==> src/rtl/inst_fetch_ctrl_pkg.sv <==
// Shared definitions for the instruction fetch controller: FSM encodings,
// reset PC, exception NOP word and an alignment helper.
package inst_fetch_ctrl_pkg;

    localparam logic [31:0] RESET_PC         = 32'hbfc0_0000;
    localparam logic [31:0] NOP_INST_DEFAULT = 32'h0000_0000;

    typedef enum logic [1:0] {
        S_IDLE = 2'd0,
        S_REQ  = 2'd1,
        S_WAIT = 2'd2,
        S_HOLD = 2'd3
    } fetch_state_e;

    // Fetch addresses must be word aligned; any low bit set raises AdEL.
    function automatic logic addr_misaligned(input logic [1:0] lsb);
        return (lsb != 2'b00);
    endfunction

endpackage

==> src/rtl/inst_fetch_ctrl.sv <==
// Fetch-stage controller: issues one-outstanding SRAM-like instruction requests
// for the current PC, buffers the returned word for decode and drops flushed responses.
module inst_fetch_ctrl
    import inst_fetch_ctrl_pkg::*;
#(
    parameter int unsigned      WIDTH    = 32,
    parameter logic [WIDTH-1:0] NOP_INST = NOP_INST_DEFAULT
) (
    input  logic             clk,
    input  logic             rst,
    input  logic [WIDTH-1:0] pc_i,
    input  logic             pc_ready_i,
    input  logic             flush_i,
    input  logic             stall_d_i,
    output logic             inst_req,
    output logic [WIDTH-1:0] inst_addr,
    input  logic             inst_addr_ok,
    input  logic             inst_data_ok,
    input  logic [WIDTH-1:0] inst_rdata,
    output logic [WIDTH-1:0] inst_o,
    output logic [WIDTH-1:0] inst_pc_o,
    output logic             inst_valid_o,
    output logic             adel_o,
    output logic             stallF_o
);

    fetch_state_e     state_r, state_nx_s;
    logic             req_r, req_nx_s;
    logic [WIDTH-1:0] addr_r, addr_nx_s;
    logic [WIDTH-1:0] inst_r, inst_nx_s;
    logic [WIDTH-1:0] inst_pc_r, inst_pc_nx_s;
    logic             valid_r, valid_nx_s;
    logic             adel_r, adel_nx_s;
    logic             discard_r, discard_nx_s;
    logic             blocked_s;
    logic             stall_s;

    // State, bus request and decode output registers.
    always_ff @(posedge clk) begin
        if (rst) begin
            state_r   <= S_IDLE;
            req_r     <= 1'b0;
            addr_r    <= {WIDTH{1'b0}};
            inst_r    <= {WIDTH{1'b0}};
            inst_pc_r <= {WIDTH{1'b0}};
            valid_r   <= 1'b0;
            adel_r    <= 1'b0;
            discard_r <= 1'b0;
        end else begin
            state_r   <= state_nx_s;
            req_r     <= req_nx_s;
            addr_r    <= addr_nx_s;
            inst_r    <= inst_nx_s;
            inst_pc_r <= inst_pc_nx_s;
            valid_r   <= valid_nx_s;
            adel_r    <= adel_nx_s;
            discard_r <= discard_nx_s;
        end
    end

    // Next-state, buffer update and PC hold decision.
    always_comb begin
        state_nx_s   = state_r;
        req_nx_s     = req_r;
        addr_nx_s    = addr_r;
        inst_nx_s    = inst_r;
        inst_pc_nx_s = inst_pc_r;
        valid_nx_s   = valid_r & stall_d_i;
        adel_nx_s    = adel_r;
        discard_nx_s = discard_r;
        stall_s      = 1'b0;
        // A word still waiting for a stalled decode must not be overwritten.
        blocked_s    = valid_r & stall_d_i;

        case (state_r)
            S_IDLE: begin
                stall_s = blocked_s;
                if (flush_i) begin
                    valid_nx_s = 1'b0;
                end else if (blocked_s) begin
                    state_nx_s = S_HOLD;
                end else if (pc_ready_i) begin
                    if (addr_misaligned(pc_i[1:0])) begin
                        valid_nx_s   = 1'b1;
                        inst_nx_s    = NOP_INST;
                        inst_pc_nx_s = pc_i;
                        adel_nx_s    = 1'b1;
                        state_nx_s   = stall_d_i ? S_HOLD : S_IDLE;
                    end else begin
                        req_nx_s   = 1'b1;
                        addr_nx_s  = pc_i;
                        state_nx_s = S_REQ;
                    end
                end else begin
                    state_nx_s = S_IDLE;
                end
            end
            S_REQ: begin
                stall_s = 1'b1;
                // The request is never withdrawn; a flush only marks its reply stale.
                discard_nx_s = discard_r | flush_i;
                if (inst_addr_ok) begin
                    req_nx_s   = 1'b0;
                    state_nx_s = S_WAIT;
                end else begin
                    state_nx_s = S_REQ;
                end
            end
            S_WAIT: begin
                stall_s = 1'b1;
                if (inst_data_ok) begin
                    discard_nx_s = 1'b0;
                    if (discard_r || flush_i) begin
                        state_nx_s = S_IDLE;
                    end else begin
                        valid_nx_s   = 1'b1;
                        inst_nx_s    = inst_rdata;
                        inst_pc_nx_s = addr_r;
                        adel_nx_s    = 1'b0;
                        state_nx_s   = stall_d_i ? S_HOLD : S_IDLE;
                    end
                end else begin
                    discard_nx_s = discard_r | flush_i;
                end
            end
            S_HOLD: begin
                stall_s = 1'b1;
                if (flush_i) begin
                    valid_nx_s = 1'b0;
                    state_nx_s = S_IDLE;
                end else if (stall_d_i) begin
                    valid_nx_s = valid_r;
                end else begin
                    state_nx_s = S_IDLE;
                end
            end
            default: begin
                state_nx_s   = S_IDLE;
                req_nx_s     = 1'b0;
                valid_nx_s   = 1'b0;
                discard_nx_s = 1'b0;
            end
        endcase
    end

    // A redirect always lets the PC register load its new target.
    assign stallF_o     = stall_s & ~flush_i;
    assign inst_req     = req_r;
    assign inst_addr    = addr_r;
    assign inst_o       = inst_r;
    assign inst_pc_o    = inst_pc_r;
    assign inst_valid_o = valid_r;
    assign adel_o       = adel_r;

endmodule
==> config.mk <==
export PLATFORM = sky130hd
export DESIGN_NAME = inst_fetch_ctrl
export DESIGN_NICKNAME = d
export VERILOG_FILES = /design/src/rtl/inst_fetch_ctrl_pkg.sv /design/src/rtl/inst_fetch_ctrl.sv
export SDC_FILE = /design/constraint.sdc
export NUM_CORES = 1
export LEC_CHECK = 0
export BUFFER_PORTS_ARGS = -buffer_cell sky130_fd_sc_hd__clkbuf_2
export CAP_MARGIN = 20
export CORE_MARGIN = 2
export CORE_UTILIZATION = 43
export CTS_CLUSTER_DIAMETER = 100
export DETAILED_ROUTE_END_ITERATION = 8
export MAX_ROUTING_LAYER = met4
export PLACE_DENSITY = 0.76
export SLEW_MARGIN = 15
export SYNTH_ARGS = -nofsm -noshare
export SYNTH_HDL_FRONTEND = slang
export SYNTH_SLANG_ARGS = --single-unit
==> constraint.sdc <==
create_clock -name clk -period 1.7 [get_ports clk]
set_input_delay 0.085 -clock clk [delete_from_list [all_inputs] [get_ports clk]]
set_output_delay 0.085 -clock clk [all_outputs]
set_load 0.01 [all_outputs]
After elaboration in Yosys (flattened, before gate mapping)
Index checks and enable logic that the tools add are counted.

Bits in registers: 102. Input bits: 71. Logic and storage cells: 87. Output and inout port bits: 100.

Reduce and logical (&&, ||, !) cells: 11. Bitwise operators: 6. Equal/unequal tests: 12. Multiplexer cells: 50.

Operators by type and width (count): $mux W32 (12); $pmux W32 S2 (2); $mux W1 (20); $mux W2 (10); $ne A2 B2 Y1 const B (8); $pmux W1 S2 (4); $pmux W2 S4 (1); $reduce_bool A2 Y1 (4); $reduce_and A7 Y1 (1); $reduce_and A6 Y1 (1); $reduce_and A5 Y1 (1); $eq A2 B2 Y1 const B (2); $ne A3 B3 Y1 const B (1); $not A1 Y1 (3); $pmux W1 S3 (1); $reduce_and A3 Y1 (1); $reduce_or A3 Y1 (1); $and A1 B1 Y1 (2); $eq A2 B1 Y1 const B (1); $logic_not A2 Y1 (1); $logic_or A1 B1 Y1 (1); $or A1 B1 Y1 (1).

Logic depth before layout (Yosys ltp)
Depth after elaboration: 6. Gate-level depth with buffers: 8. Mapped depth without buffers: 6.

Worst setup path before layout
No wires, ideal clock.

Path kind: register -> register. From: register state_r[0]. To: register state_r[0]. Library setup time: 0.060 ns. Period minus slack after synthesis: 1.732 ns. Required time: 1.640 ns. Path slack: -0.032 ns. Arrival: 1.673 ns. Cell stages (with the launch flop): 8. Path buffers: 1. Cell sequence: dfxtp_1 inv_1 ha_1 buf_2 nor3b_1 a221oi_1 a2111oi_0 a31o_1.

Cells in the longest elaborated chain, start to end: 3. Elaborated cells between the ends (all ways): 9. Classes of those cells: eq/ne (6); mux (1); reduce/logical (2).

Ends and longest elaborated chain: start, declared (line inst_fetch_ctrl.sv:27) `fetch_state_e state_r, state_nx_s;`; start signal, assigned (line inst_fetch_ctrl.sv:50) `state_r <= state_nx_s;`; $eq A2 B2 Y1 / $logic_not A2 Y1 (equally long branches) (line inst_fetch_ctrl.sv:75) `case (state_r)`; $ne A3 B3 Y1 (no source line) / $ne A2 B2 Y1 (equally long branches); $reduce_and A3 Y1 (no source line).

Parallel ways exist; a longest one is shown, timed or not. A chain may end at the register's enable or synchronous reset.

Worst setup path in the final report
From: register state_r[0]. To: register inst_r[20], in the netlist inst_o[20].

Cells in the longest elaborated chain, start to end: 3. Elaborated cells between the ends (all ways): 11. Classes of those cells: eq/ne (7); mux (1); reduce/logical (3).

Ends and longest elaborated chain: $eq A2 B2 Y1 / $logic_not A2 Y1 (equally long branches) (line inst_fetch_ctrl.sv:75); $ne A2 B2 Y1 (no source line) / $reduce_bool A2 Y1 (equally long branches); $reduce_and A7 Y1 (no source line); end signal, assigned (line inst_fetch_ctrl.sv:44) `inst_r <= {WIDTH{1'b0}};`; end signal, assigned (line inst_fetch_ctrl.sv:53) `inst_r <= inst_nx_s;`; end, declared (line inst_fetch_ctrl.sv:30) `logic [WIDTH-1:0] inst_r, inst_nx_s;`.

Parallel ways exist; a longest one is shown, timed or not.

==> results by group <==
Routing
  • DRT Pass-1 Iters: 4
  • Routed WL per cell: around 16 µm
  • Detailed Route Iter0 Violations: 183
  • Via/cell ratio: approximately 5.2
  • DRC viols: 0
  • Detailed-route wire length: 12200 µm
  • DRT antenna net count: 0
  • Routed vias: 4003

Timing
  • Worst-case clock skew: 13.5 ps
  • Slew Viols, Final: 0
  • Setup_tns: 0 ps
  • Final setup fails: 0
  • Tcrit/Tclk final: 97.5%
  • Rel. slew slack: 65.7%
  • Fin crit period: 1660 ps
  • Fin. Hold Viols: 0
  • Worst-Margin Slew: between 500 and 600 ps
  • RSZ-0062 raised after global routing: true
  • Worst setup margin: 42.4 ps
  • Fin Hold WS: ~67 ps
  • Fmax: roughly 0.60 GHz

Logic synthesis
  • Yosys top cell area share: 51.0%
  • Cell with the most instances after synthesis: dfxtp_1
  • Synth Cell Area: 4000 µm²
  • Leading post-synthesis cells by cell area: dfxtp_1, a21oi_1, mux2i_1, a22o_1, a211oi_1
  • Post-Synthesis Cells: 413
  • Flops & latches, synth: 102
  • Post-synthesis net count: 489
  • Synth cell count leaders: dfxtp_1, a21oi_1, nand2_1
  • Primary FF master, synth: dfxtp_1
  • Avg Inst Size Synth: approximately 9.7 µm²
  • Syn. warnings: 0
  • FFs w/ async S/R, synth: 0%
  • Number of flops mapped to enable cells by yosys: 0
  • Synth cell types: 40
  • Cell taking the most area after synthesis: dfxtp_1
  • Register area share after synthesis: approximately 51%

Critical path
  • Reg-to-reg setup timing slack: 40 ps
  • CP required: slightly below 2000 ps
  • Critical Path Start Type: flop
  • Reg2reg end: inst_o[20]
  • Crit path DAT: ~1900 ps
  • Worst setup EP type: flop
  • Worst-path maximum fanout: 16
  • Crit Path Category: reg -> reg
  • Worst Reg-to-Reg Cells: 8
  • Critical R2R Launch: state_r[0]

Floorplan
  • Core Region: 9150 µm²
  • Std-Cell Rows: 35
  • Die Span Y: about 100 µm
  • Number of top-level pins: 171
  • Die boundary width: between 100 and 150 µm
  • DIE AREA: 10100 µm²
  • Initial Utilization: 43.7%

CTS
  • CTS buffer count: 9
  • CTS sink count: between 100 and 150
  • H-tree Lvls: 3
  • CTS tree: built
  • Root buffer cell: clkbuf_8
  • Clock Latency Late Sink: about 360 ps
  • Clock Path Buffers: 2
  • Clock transition at path regs: 100 ps

Place
  • Post-DP HPWL: 7740 µm
  • Place WS: -88.1 ps
  • I/O Buffers: 170
  • GPL Wtd Cong: 0.812
  • Dpl cell area: a little over 5000 µm²

Min path
  • Hold Crit Endpoint: state_r[1]
  • Hold/Removal Path Class: in -> reg
  • Hold Startpoint: rst
  • Hold depth: 2

Outcome
  • Outcome: complete, no violations

Power and ir drop
  • Max IR drop VDD: 0.842 mV
  • PwrDens: 1470 nW/µm²
  • LEAKAGE: 2.61 nW

Finish
  • Share of cells above drive strength 1: 34.8%
  • Antenna diodes: 0
  • Fill cells: ~730
  • Nets: 727
  • Final Cell Area: 5990 µm²
  • Area Overhead vs Synth: 49.5%

Global route
  • Largest net degree at the start of global routing: between 40 and 50
  • Initial antenna violation count: 0
  • First-pass GRT wire length: 18700 µm
  • Number of global-route vias before repair: 3848
  • Grt total ovfl: 0
  • GRT Overall Usage: between 20% and 30%

Job
  • Max-Cap Viols: 0
## how the worst max path moves through the flow
| stage | start | endpoint | slack (ps) | depth (start not counted) |
|---|---|---|---|---|
| after global placement | state_r[0] | inst_o[0] | 8 | 7 |
| after global routing | state_r[0] | inst_o[20] | -30 | 8 |
| after detailed placement | state_r[0] | inst_pc_o[12] | -90 | 7 |
| final | state_r[0] | inst_o[20] | 40 | 8 |
| after floorplan | state_r[0] | state_r[0] | 3 | 6 |
| after CTS | state_r[1] | inst_o[22] | -20 | 7 |
## cell families (layout without fill, tap and decap cells)
kind of cell	after synthesis	count (layout)	share of synthesized area [%]
mux	32	32	8.00
flops	102	102	51.0
simple gates	80	80	9.03
compound gates	150	150	25.3
fa+ha+maj	5	5	1.56
buf+inv	44	287	5.13
## timing repair
action,CTS,global route
hold endpoints to repair,64,0
cloned,1,0
hold buffers,64,0
pin swaps,2,2
gates resized for setup,8,4
setup buffers,2,4
endpoints found under the setup margin,65,65
## worst max-delay path, stage by stage, from the launching register on
cell     delay [ps]
dfxtp_2         360
inv_4            90
ha_4            170
buf_4           130
o31ai_4          80
nor3b_4         180
buf_4           150
buf_12          140
a22o_1          240
## where the power goes
group          leakage, nW  total, W  switching [W]  internal (W)
logic                 1.69   0.00411        0.00226       0.00185
registers            0.831   0.00325       0.000338       0.00291
clock network       0.0919   0.00142       0.000870      0.000552
total                 2.61   0.00878        0.00347       0.00531
## layer usage
layer | track usage (%) | wire length [µm]
met5 | - | 0
met4 | 6.11 | 120
met3 | 5.34 | 925
met2 | 39.3 | 5830
met1 | 29.9 | 5290
## registers in the layout, indices dropped and copies added, names as in the netlist
signal,cells
inst_pc_o,32
discard_r,1
inst_req,1
adel_o,1
state_r,2
inst_o,32
inst_valid_o,1
inst_addr,32
## layout make-up
cell class	instances	area (µm²)	share of cell area, %
well taps	111	139	2.32
clock buffers	9	124	2.07
inverters	9	36.3	0.606
clock inverters	7	55.1	0.920
multi-input cells	267	1810	30.3
repair buffers	262	1770	29.6
flip-flops and latches	102	2050	34.2
## metrics by stage
| stage | util [%] | cells | power [W] |
|---|---|---|---|
| CTS | 64.8 | 763 | 0.00869 |
| finish | 65.4 | 767 | 0.00878 |
| global placement | 55.0 | 680 | 0.00692 |
| detailed placement | 55.0 | 680 | 0.00704 |
| floorplan | - | 413 | 0.00565 |
| global route | 65.4 | 767 | 0.00933 |
## cell usage in the layout (no fill, tap or decap), types with 3 or more instances in the layout
cell type	Yosys	layout
a211oi_1	32	32
a21oi_1	68	67
a22o_1	32	32
buf_12	0	3
buf_4	0	22
clkbuf_2	0	170
clkbuf_8	0	9
dfxtp_1	102	100
dlygate4sd3_1	0	64
ha_1	5	3
inv_1	8	6
mux2i_1	32	32
nand2_1	63	63
nor2_1	3	3
Note: power is estimated with default switching activity, not from simulation.
